**config.mk**
```make
export PLATFORM = sky130hd
export DESIGN_NAME = ahb_lite_fir_slave_gen
export DESIGN_NICKNAME = d
export VERILOG_FILES = /design/src/rtl/ahb_lite_fir_slave_gen.sv
export SDC_FILE = /design/constraint.sdc
export NUM_CORES = 1
export LEC_CHECK = 0
export ABC_CLOCK_PERIOD_IN_PS = 3700
export BUFFER_PORTS_ARGS = -buffer_cell sky130_fd_sc_hd__buf_4
export CELL_PAD_IN_SITES_DETAIL_PLACEMENT = 0
export CELL_PAD_IN_SITES_GLOBAL_PLACEMENT = 1
export CORE_ASPECT_RATIO = 2
export CORE_MARGIN = 5
export CORE_UTILIZATION = 49
export CTS_BUF_LIST = sky130_fd_sc_hd__clkbuf_4
export DETAILED_ROUTE_END_ITERATION = 10
export GPL_ROUTABILITY_DRIVEN = 1
export GPL_TIMING_DRIVEN = 1
export PLACE_DENSITY = 0.79
export SLEW_MARGIN = 20
export SYNTH_ARGS = -nofsm -noshare
export SYNTH_HDL_FRONTEND = slang
export SYNTH_SLANG_ARGS = --single-unit
export TNS_END_PERCENT = 20
```
**constraint.sdc**
```tcl
create_clock -name clk -period 3.7 [get_ports clk]
set_input_delay 1.11 -clock clk [delete_from_list [all_inputs] [get_ports clk]]
set_output_delay 1.11 -clock clk [all_outputs]
set_load 0.01 [all_outputs]
```
**src/rtl/ahb_lite_fir_slave_gen.sv**
```systemverilog
// AHB-Lite bus front-end of the FIR filter peripheral.
// Holds the coefficient bank and the coefficient-set flag, buffers samples in a
// small FIFO, stalls sample writes while that FIFO is full and issues the
// two-cycle ERROR response for illegal accesses.
//
//  state    | meaning
//  ---------+----------------------------------------------------------
//  ST_IDLE  | no data phase in progress
//  ST_DATA  | data phase of an accepted, legal transfer (may stall)
//  ST_ERR1  | first ERROR cycle  (hreadyout=0, hresp=1)
//  ST_ERR2  | second ERROR cycle (hreadyout=1, hresp=1)
module ahb_lite_fir_slave_gen #(
    parameter int NUM_COEFF  = 4,
    parameter int FIFO_DEPTH = 4,
    parameter int ADDR_W     = 5
) (
    input  logic                         clk,
    input  logic                         rst,
    input  logic                         hsel,
    input  logic [ADDR_W-1:0]            haddr,
    input  logic [1:0]                   htrans,
    input  logic [2:0]                   hsize,
    input  logic                         hwrite,
    input  logic [15:0]                  hwdata,
    input  logic                         hready,
    output logic                         hreadyout,
    output logic                         hresp,
    output logic [15:0]                  hrdata,
    output logic [15:0]                  sample_data,
    output logic                         data_ready,
    input  logic                         processed,
    input  logic [$clog2(NUM_COEFF)-1:0] coefficient_num,
    output logic [15:0]                  fir_coefficient,
    output logic                         new_coefficient_set,
    input  logic                         clear_new_coefficient,
    input  logic                         modwait,
    input  logic                         err,
    input  logic [15:0]                  fir_out
);

    localparam int PW  = $clog2(FIFO_DEPTH);
    localparam int CW  = PW + 1;
    localparam int CNW = $clog2(NUM_COEFF);

    // Registers are halfwords, so decode works on the halfword address.
    typedef logic [ADDR_W-2:0] hw_addr_t;

    localparam hw_addr_t          LP_HW_STATUS = hw_addr_t'(0);
    localparam hw_addr_t          LP_HW_RESULT = hw_addr_t'(1);
    localparam hw_addr_t          LP_HW_SAMPLE = hw_addr_t'(2);
    localparam hw_addr_t          LP_HW_COUNT  = hw_addr_t'(3);
    localparam hw_addr_t          LP_HW_SET    = hw_addr_t'(4 + NUM_COEFF);
    localparam logic [ADDR_W-1:0] LP_ADDR_LAST = ADDR_W'(8 + 2 * NUM_COEFF + 1);

    typedef enum logic [1:0] {
        ST_IDLE = 2'd0,
        ST_DATA = 2'd1,
        ST_ERR1 = 2'd2,
        ST_ERR2 = 2'd3
    } state_t;

    state_t              r_state;
    state_t              w_state_nxt;

    logic                r_dp_write;
    logic                r_dp_half;
    logic [ADDR_W-1:0]   r_dp_addr;
    hw_addr_t            w_dp_hw;
    hw_addr_t            w_ap_hw;

    logic [15:0]         r_coeff [NUM_COEFF];
    logic [15:0]         w_coeff_pad [2**CNW];
    logic                r_ncs;

    logic [15:0]         r_mem [FIFO_DEPTH];
    logic [PW-1:0]       r_wr_ptr;
    logic [PW-1:0]       r_rd_ptr;
    logic [CW-1:0]       r_count;

    logic                w_ap_err;
    logic                w_take;
    logic                w_full;
    logic                w_pop;
    logic                w_push;
    logic                w_stall;
    logic                w_wr;
    logic                w_set_wr;
    logic [15:0]         w_rdata;
    logic                w_unused;

    // NONSEQ/SEQ are treated alike; the low transfer-type bit carries no meaning here.
    assign w_unused = htrans[0];

    assign w_ap_hw = haddr[ADDR_W-1:1];
    assign w_dp_hw = r_dp_addr[ADDR_W-1:1];

    // Address-phase legality check; an illegal transfer never touches any register.
    always_comb begin
        w_ap_err = 1'b0;
        if (hsize[2:1] != 2'b00) begin
            w_ap_err = 1'b1;
        end
        if (haddr > LP_ADDR_LAST) begin
            w_ap_err = 1'b1;
        end
        if (hwrite && (w_ap_hw == LP_HW_STATUS || w_ap_hw == LP_HW_RESULT ||
                       w_ap_hw == LP_HW_COUNT)) begin
            w_ap_err = 1'b1;
        end
        if (hwrite && (hsize == 3'd0) && (w_ap_hw == LP_HW_SAMPLE)) begin
            w_ap_err = 1'b1;
        end
    end

    assign w_full  = (r_count == CW'(FIFO_DEPTH));
    assign w_pop   = processed && (r_count != '0);
    // A full FIFO only stalls the sample write when no pop frees an entry this cycle.
    assign w_stall = (r_state == ST_DATA) && r_dp_write && (w_dp_hw == LP_HW_SAMPLE) &&
                     w_full && !w_pop;

    // Bus response derived from the current state.
    always_comb begin
        hreadyout = 1'b1;
        hresp     = 1'b0;
        case (r_state)
            ST_ERR1: begin
                hreadyout = 1'b0;
                hresp     = 1'b1;
            end
            ST_ERR2: hresp = 1'b1;
            ST_DATA: hreadyout = !w_stall;
            default: ;
        endcase
    end

    assign w_take = hsel && htrans[1] && hready && hreadyout;

    // State register.
    always_ff @(posedge clk or posedge rst) begin
        if (rst) begin
            r_state <= ST_IDLE;
        end else begin
            r_state <= w_state_nxt;
        end
    end

    // Next state: a new address phase is only taken once the current data phase completes.
    always_comb begin
        w_state_nxt = r_state;
        if (r_state == ST_ERR1) begin
            w_state_nxt = ST_ERR2;
        end else if (hreadyout) begin
            if (w_take) begin
                w_state_nxt = w_ap_err ? ST_ERR1 : ST_DATA;
            end else begin
                w_state_nxt = ST_IDLE;
            end
        end
    end

    // Capture address-phase attributes for use in the following data phase.
    always_ff @(posedge clk or posedge rst) begin
        if (rst) begin
            r_dp_write <= 1'b0;
            r_dp_half  <= 1'b0;
            r_dp_addr  <= '0;
        end else if (w_take) begin
            r_dp_write <= hwrite;
            r_dp_half  <= (hsize == 3'd1);
            r_dp_addr  <= haddr;
        end
    end

    assign w_wr     = (r_state == ST_DATA) && r_dp_write && hreadyout;
    assign w_push   = w_wr && (w_dp_hw == LP_HW_SAMPLE);
    assign w_set_wr = w_wr && (w_dp_hw == LP_HW_SET) && (r_dp_half || !r_dp_addr[0]);

    // Coefficient bank; byte writes land only in the addressed byte lane.
    always_ff @(posedge clk or posedge rst) begin
        if (rst) begin
            for (int k = 0; k < NUM_COEFF; k++) begin
                r_coeff[k] <= '0;
            end
        end else if (w_wr) begin
            for (int k = 0; k < NUM_COEFF; k++) begin
                if (w_dp_hw == hw_addr_t'(4 + k)) begin
                    if (r_dp_half) begin
                        r_coeff[k] <= hwdata;
                    end else if (r_dp_addr[0]) begin
                        r_coeff[k][15:8] <= hwdata[15:8];
                    end else begin
                        r_coeff[k][7:0] <= hwdata[7:0];
                    end
                end
            end
        end
    end

    // Coefficient-set flag; a bus write beats a simultaneous clear from the controller.
    always_ff @(posedge clk or posedge rst) begin
        if (rst) begin
            r_ncs <= 1'b0;
        end else if (w_set_wr) begin
            r_ncs <= hwdata[0];
        end else if (clear_new_coefficient) begin
            r_ncs <= 1'b0;
        end
    end

    assign new_coefficient_set = r_ncs;

    // Pad the bank to a power of two so an out-of-range select reads as zero.
    for (genvar g = 0; g < 2**CNW; g++) begin : g_pad
        if (g < NUM_COEFF) begin : g_real
            assign w_coeff_pad[g] = r_coeff[g];
        end else begin : g_zero
            assign w_coeff_pad[g] = '0;
        end
    end

    assign fir_coefficient = w_coeff_pad[coefficient_num];

    // Sample storage; contents need no reset because data_ready gates the head.
    always_ff @(posedge clk) begin
        if (w_push) begin
            r_mem[r_wr_ptr] <= hwdata;
        end
    end

    // FIFO pointers and occupancy; pointers wrap naturally at the power-of-two depth.
    always_ff @(posedge clk or posedge rst) begin
        if (rst) begin
            r_wr_ptr <= '0;
            r_rd_ptr <= '0;
            r_count  <= '0;
        end else begin
            if (w_push) begin
                r_wr_ptr <= r_wr_ptr + PW'(1);
            end
            if (w_pop) begin
                r_rd_ptr <= r_rd_ptr + PW'(1);
            end
            case ({w_push, w_pop})
                2'b10:   r_count <= r_count + CW'(1);
                2'b01:   r_count <= r_count - CW'(1);
                default: ;
            endcase
        end
    end

    assign data_ready  = (r_count != '0);
    assign sample_data = data_ready ? r_mem[r_rd_ptr] : '0;

    // Read mux straight from the registers, so a read right after a write sees the new value.
    always_comb begin
        w_rdata = '0;
        if ((r_state == ST_DATA) && !r_dp_write) begin
            if (w_dp_hw == LP_HW_STATUS) begin
                w_rdata = {7'b0, err, 7'b0, (modwait | r_ncs)};
            end else if (w_dp_hw == LP_HW_RESULT) begin
                w_rdata = fir_out;
            end else if (w_dp_hw == LP_HW_COUNT) begin
                w_rdata = 16'(r_count);
            end else if (w_dp_hw == LP_HW_SET) begin
                w_rdata = {15'b0, r_ncs};
            end
            for (int k = 0; k < NUM_COEFF; k++) begin
                if (w_dp_hw == hw_addr_t'(4 + k)) begin
                    w_rdata = r_coeff[k];
                end
            end
        end
    end

    assign hrdata = w_rdata;

endmodule

```
# == Word-level counts from Yosys, hierarchy flattened ==
# Memories as Yosys holds them, arrays and structs flattened.
# Cells that the tools add are included.
# word_totals
ram_bits,64
inputBits,53
romBits,0
word_cells,116
output_inout_bits,52
register_bits,81
latch_bits,0
memories,1
# classes
div_mod_pow,0
shift,0
add_sub_neg,4
n_bitwise,2
n_reduce_logical,41
multipliers,0
n_eq_ne,19
order_cmp,2
mux,31
# memory_table
memory,depth,word_bits,rd,rd_ports_with_merged_regs,write_ports,line_no,rtl
r_mem,4,16,1,0,1,75,logic [15:0] r_mem [FIFO_DEPTH];
# ops
cell,n
2-to-1 mux 16 bit,11
binary-select mux 16 bit (select 2 bit),1
AND reduction 3 bit,8
"== test 4 x 2 -> 1 bit, second input constant",4
"== test 4 x 3 -> 1 bit, second input constant",4
logical AND 1 bit,16
2-to-1 mux 8 bit,2
2-to-1 mux 1 bit,10
nonzero test 2 bit,5
"== test 4 x 1 -> 1 bit, second input constant",2
logical NOT 4 bit,2
2-to-1 mux 2 bit,4
"== test 2 bit, second input constant",3
one-hot mux 3 bit (2 select lines),1
"greater-than comparator 5 bit, second input constant",1
"adder 2 x 1 -> 2 bit, second input constant",2
"== test 2 x 1 -> 1 bit, second input constant",2
"== test 4 bit, second input constant",1
logical NOT 1 bit,4
"adder 3 x 1 -> 3 bit, second input constant",1
"== test 3 x 1 -> 1 bit, second input constant",1
"== test 3 bit, second input constant",1
"greater-or-equal comparator 3 bit, second input constant",1
logical NOT 3 bit,1
other kinds (9),11

# == Logic depth before layout (Yosys ltp) ==
# logic_depth
depth_word,11
mapped_depth,11
depth_no_buf,10

# == Least setup slack after synthesis ==
# No wires, ideal clock.
# synth_path
path_kind,in2out
startpoint,in coefficient_num[0]
endpoint,out fir_coefficient[14]
path_stages,3
required_time_ns,2.590
path_buffers,2
arrival_ns,2.124
setup_slack_ns,0.466
cell_sequence,buf_2 buf_2 mux4_2
# synth_via
elab_chain_len,4
# synth_lines
element,line_no,rtl
from (decl),32,"input logic [$clog2(NUM_COEFF)-1:0] coefficient_num,"
NOT 2 -> 3 bit (not written as such),221,assign fir_coefficient = w_coeff_pad[coefficient_num];
binary-select mux 16 bit (select 2 bit),221,
2-to-1 mux 16 bit (not written as such) (2 in a row),221,
to (decl),33,"output logic [15:0] fir_coefficient,"
# Every way passes these cells. The select of a mux whose other input is x is not followed.

# == Worst setup path after layout ==
# layout_path
startpoint,reg r_dp_addr[1]
endpoint,out hrdata[12]
# layout_via
elab_chain_len,8
elab_cells_between_ends,13
classes_between,eq/ne: 5; mux: 7; reduce/logical: 1
# layout_lines
element,line_no,rtl
from (decl),67,logic [ADDR_W-1:0] r_dp_addr;
from (signal assigned),170,r_dp_addr <= haddr;
== test 4 x 1 -> 1 bit,260,end else if (w_dp_hw == LP_HW_RESULT) begin
2-to-1 mux 16 bit,260,
2-to-1 mux 16 bit,258,if (w_dp_hw == LP_HW_STATUS) begin
2-to-1 mux 16 bit (3 in a row),268,if (w_dp_hw == hw_addr_t'(4 + k)) begin
2-to-1 mux 16 bit (*),268,
2-to-1 mux 16 bit (*),257,if ((r_state == ST_DATA) && !r_dp_write) begin
to (decl),28,"output logic [15:0] hrdata,"
# Mark *: on every way between the ends. The rest lies on a longest branch, timed or not.

==> summary.txt <==
Outcome
  • Outcome: complete, no violations

Timing
  • Slew Limit Fails: 0
  • Final min period: 3.57 ns
  • Worst clock skew: 0.0275 ns
  • Slew headroom: 39.6%
  • Least-Margin Pin Slew: 0.904 ns
  • Setup tns final: 0 ns
  • FMAX: 280 MHz
  • Final worst setup slack: 0.130 ns
  • Final setup viols: 0
  • RSZ-0062 raised after global routing: no
  • Hold Fails Final Rpt: 0
  • Fin crit share: 96.5%

Detailed routing
  • Final ANT Viol Nets: 0
  • DRT iter0 DRCs: 292
  • Final Routed Wirelength: 17,300 um
  • Vias post-DR: 4,565
  • DRC: 0
  • Via density: 5.76
  • Drt pass-1 iters: 5
  • Routed length per instance: 21.8 um

Hold path
  • Hold WC Path Type: reg2reg
  • Hold path depth: 1
  • Hold Path Sink: r_coeff[37]$_DFFE_PP0P_
  • Hold Startpoint: r_coeff[37]$_DFFE_PP0P_

Die
  • Die Footprint: 0.0168 mm2
  • I/O pin count: 105
  • DIE WIDTH: 94.2 um
  • Num rows: 61
  • Core area: 0.0139 mm2
  • Initial Util: 50.0%
  • Die Height: 178 um

Clocking
  • CTS Buffer Depth: 2
  • Num CTS Buffers: 17
  • TritonCTS Sinks: 145
  • Post-CTS Setup Inserts: 0
  • CTS root buf: clkbuf_4
  • Clk slew on worst S/H paths: 0.14 ns
  • Clk_lat worst skew: 0.53 ns
  • CTS Hold Bufs: 0
  • CTS tree: done
  • H-tree Lvls: 4

Power
  • Sw Share: 36.4%
  • Combinational group share of total power: 37.8%
  • Leak: 3.38 nW
  • Switch Pwr: 1.95 mW
  • Int Pwr: 3.41 mW
  • PwrDens: 649 mW/mm2
  • Worst vdd ir: 0.466 mV
  • Clock power frac: 17.2%
  • Sequential power share: 44.9%

Global routing
  • Vias in the first global route: 4,999
  • Largest net degree at the start of global routing: 46
  • First-pass GRT wire length: 27,400 um
  • Gr usage total: 21.8%
  • Grt total ovfl: 0
  • Initial antenna violation count: 1

Finish
  • Fill count: 1,206
  • Layout Cells excl Fill: 792
  • Register Area: 0.00395 mm2
  • Multi-input logic area: 0.00282 mm2
  • Fraction of layout cells with a size suffix above 1: 43.5%
  • Layout Nets: 649
  • Area delta synth->final: 18.6%
  • Final instance area: 0.00824 mm2

Setup path
  • Depth of the worst register-to-register path: 11
  • Critical path arrival: 2.46 ns
  • R2R Setup Slk: 0.91 ns
  • Crit Path Max Fanout: 14
  • Worst Setup End Kind: output port
  • Crit path required time: 2.59 ns
  • Capturing point of the worst reg2reg path: r_count[2]$_DFFE_PP0P_
  • R2R Path Start: r_dp_addr[1]$_DFFE_PP0N_
  • WS Path Type: reg2out
  • Worst setup SP type: flip-flop

Placed design
  • IO Port Bufs: 103
  • Area after DPL: 0.00798 mm2
  • GPL Wtd Cong: 0.843
  • Dpl ws: 0.420 ns
  • Detailed Place HPWL: 12,500 um
  • Inst Count DP: 760

Yosys
  • Count of cell types in the netlist: 59
  • Area leader, netlist: dfrtp_1
  • Top cells by area, synth: dfrtp_1 (29%), edfxtp_1 (28%), mux4_2 (10%)
  • Count leader, synth: dfrtp_1
  • Synthesized area per cell: 14.5 um2
  • Seq cells post-synth: 145
  • Top_reg_cell synth: dfrtp_1
  • Ys Warns: 0
  • Syn_nets: 539
  • Ys async rst share: 55.9%
  • Top cell types by occurrence after synthesis: dfrtp_1 (81), edfxtp_1 (64), mux2_2 (63)
  • Synthesized area: 0.00695 mm2
  • Post-synth EDFFs: 64
  • Seq/Total Area, Yosys: 56.8%
  • Mapped Cells: 480
  • Share of the synthesized area in the top cell type: 29.2%

Job
  • Max Cap Viol: 0
## cells by family after synthesis
logic type / after synthesis / share of synthesized area [%]
buffers and inverters: 41 / 2.68
xor gates and xnor gates: 6 / 0.756
DFF: 145 / 56.8
AOI/OAI and AO/OA: 75 / 6.95
muxes: 108 / 22.6
adders and majority gates: 6 / 1.19
and+or+nand+nor: 99 / 9.00
## routing by layer
| metal | track usage (%) | up-vias | routed length, um |
|---|---|---|---|
| li1 | - | 2047 | - |
| met1 | 25.4 | 2364 | 6210 |
| met2 | 40.0 | 129 | 9920 |
| met3 | 3.71 | 25 | 740 |
| met4 | 7.23 | 0 | 384 |
| met5 | 0 | - | 0 |
## cell type report
cell class                      instances  area share [%]
Antenna cell                            1          0.0304
Clock buffer                           17            1.55
Clock inverter                         14            1.53
Inverter                               13           0.607
Multi-Input combinational cell        294            34.2
Sequential cell                       145            47.9
Tap cell                              189            2.87
Timing Repair Buffer                  119            11.3
## timing repair
| item | CTS | global route |
|---|---|---|
| endpoints found under the setup margin | 2 | 2 |
| gates cloned | 0 | 0 |
| resized for setup | 1 | 1 |
## worst max-delay path: stages, from the launching register on
cell and delay [ns]:
dfrtp_1 0.68, buf_4 0.37, nor3b_2 0.09, buf_4 0.18, a222oi_1 0.30, a21oi_1 0.13, buf_4 0.19
## power groups by stage
stage / Clock, mW / Sequential, mW / Combinational (mW)
floorplan: 0 / 2.25 / 1.41
global placement: 0 / 2.40 / 2.00
detailed placement: 0 / 2.43 / 2.04
CTS: 0.950 / 2.40 / 2.05
global route: 1.02 / 2.45 / 2.21
finish: 0.923 / 2.40 / 2.02
## registers in the layout, summed over array words and instances (netlist names)
signal / cells
r_dp_addr: 5
r_wr_ptr: 2
r_dp_write: 1
r_dp_half: 1
r_count: 3
r_coeff: 64
r_state: 2
r_mem: 64
new_coefficient_set: 1
r_rd_ptr: 2
## per-stage QoR
stage | hold slack, ns | utilization [%] | total power [mW]
after floorplan | 0.470 | - | 3.66
after global placement | 0.491 | 57.4 | 4.40
after detailed placement | 0.503 | 57.4 | 4.48
after CTS | 0.531 | 59.3 | 5.40
after global routing | 0.559 | 59.3 | 5.69
final | 0.532 | 59.3 | 5.35
## worst max-delay path by stage
| stage | start | end | slack (ns) |
|---|---|---|---|
| CTS | r_dp_addr[1]$_DFFE_PP0N_ | hrdata[1] | 0.07 |
| floorplan | coefficient_num[0] | fir_coefficient[14] | 0.47 |
| global route | r_dp_addr[4]$_DFFE_PP0N_ | hrdata[14] | 0.02 |
| detailed placement | coefficient_num[0] | fir_coefficient[3] | 0.42 |
| global placement | coefficient_num[0] | fir_coefficient[3] | 0.42 |
| finish | r_dp_addr[1]$_DFFE_PP0N_ | hrdata[12] | 0.13 |
## cells in the final DEF, fill, tap and decap left out, drive strengths merged, types with 2 or more instances in the layout
master,n
edfxtp,64
clkinvlp,5
mux4,32
buf,119
nand2b,2
dfrtp,81
nand3,4
nor2b,9
or3,2
and2,22
clkbuf,17
ha,5
mux2,71
nor4b,3
or2,2
a22o,2
a221oi,4
a22oi,13
mux2i,5
clkinv,3
nor2,23
xor2,3
inv,19
nand2,8
a21oi,28
nor4,2
nor3,12
o21ai,19
xnor2,3
nand4,2
Note: power is estimated with default switching activity, not from simulation.
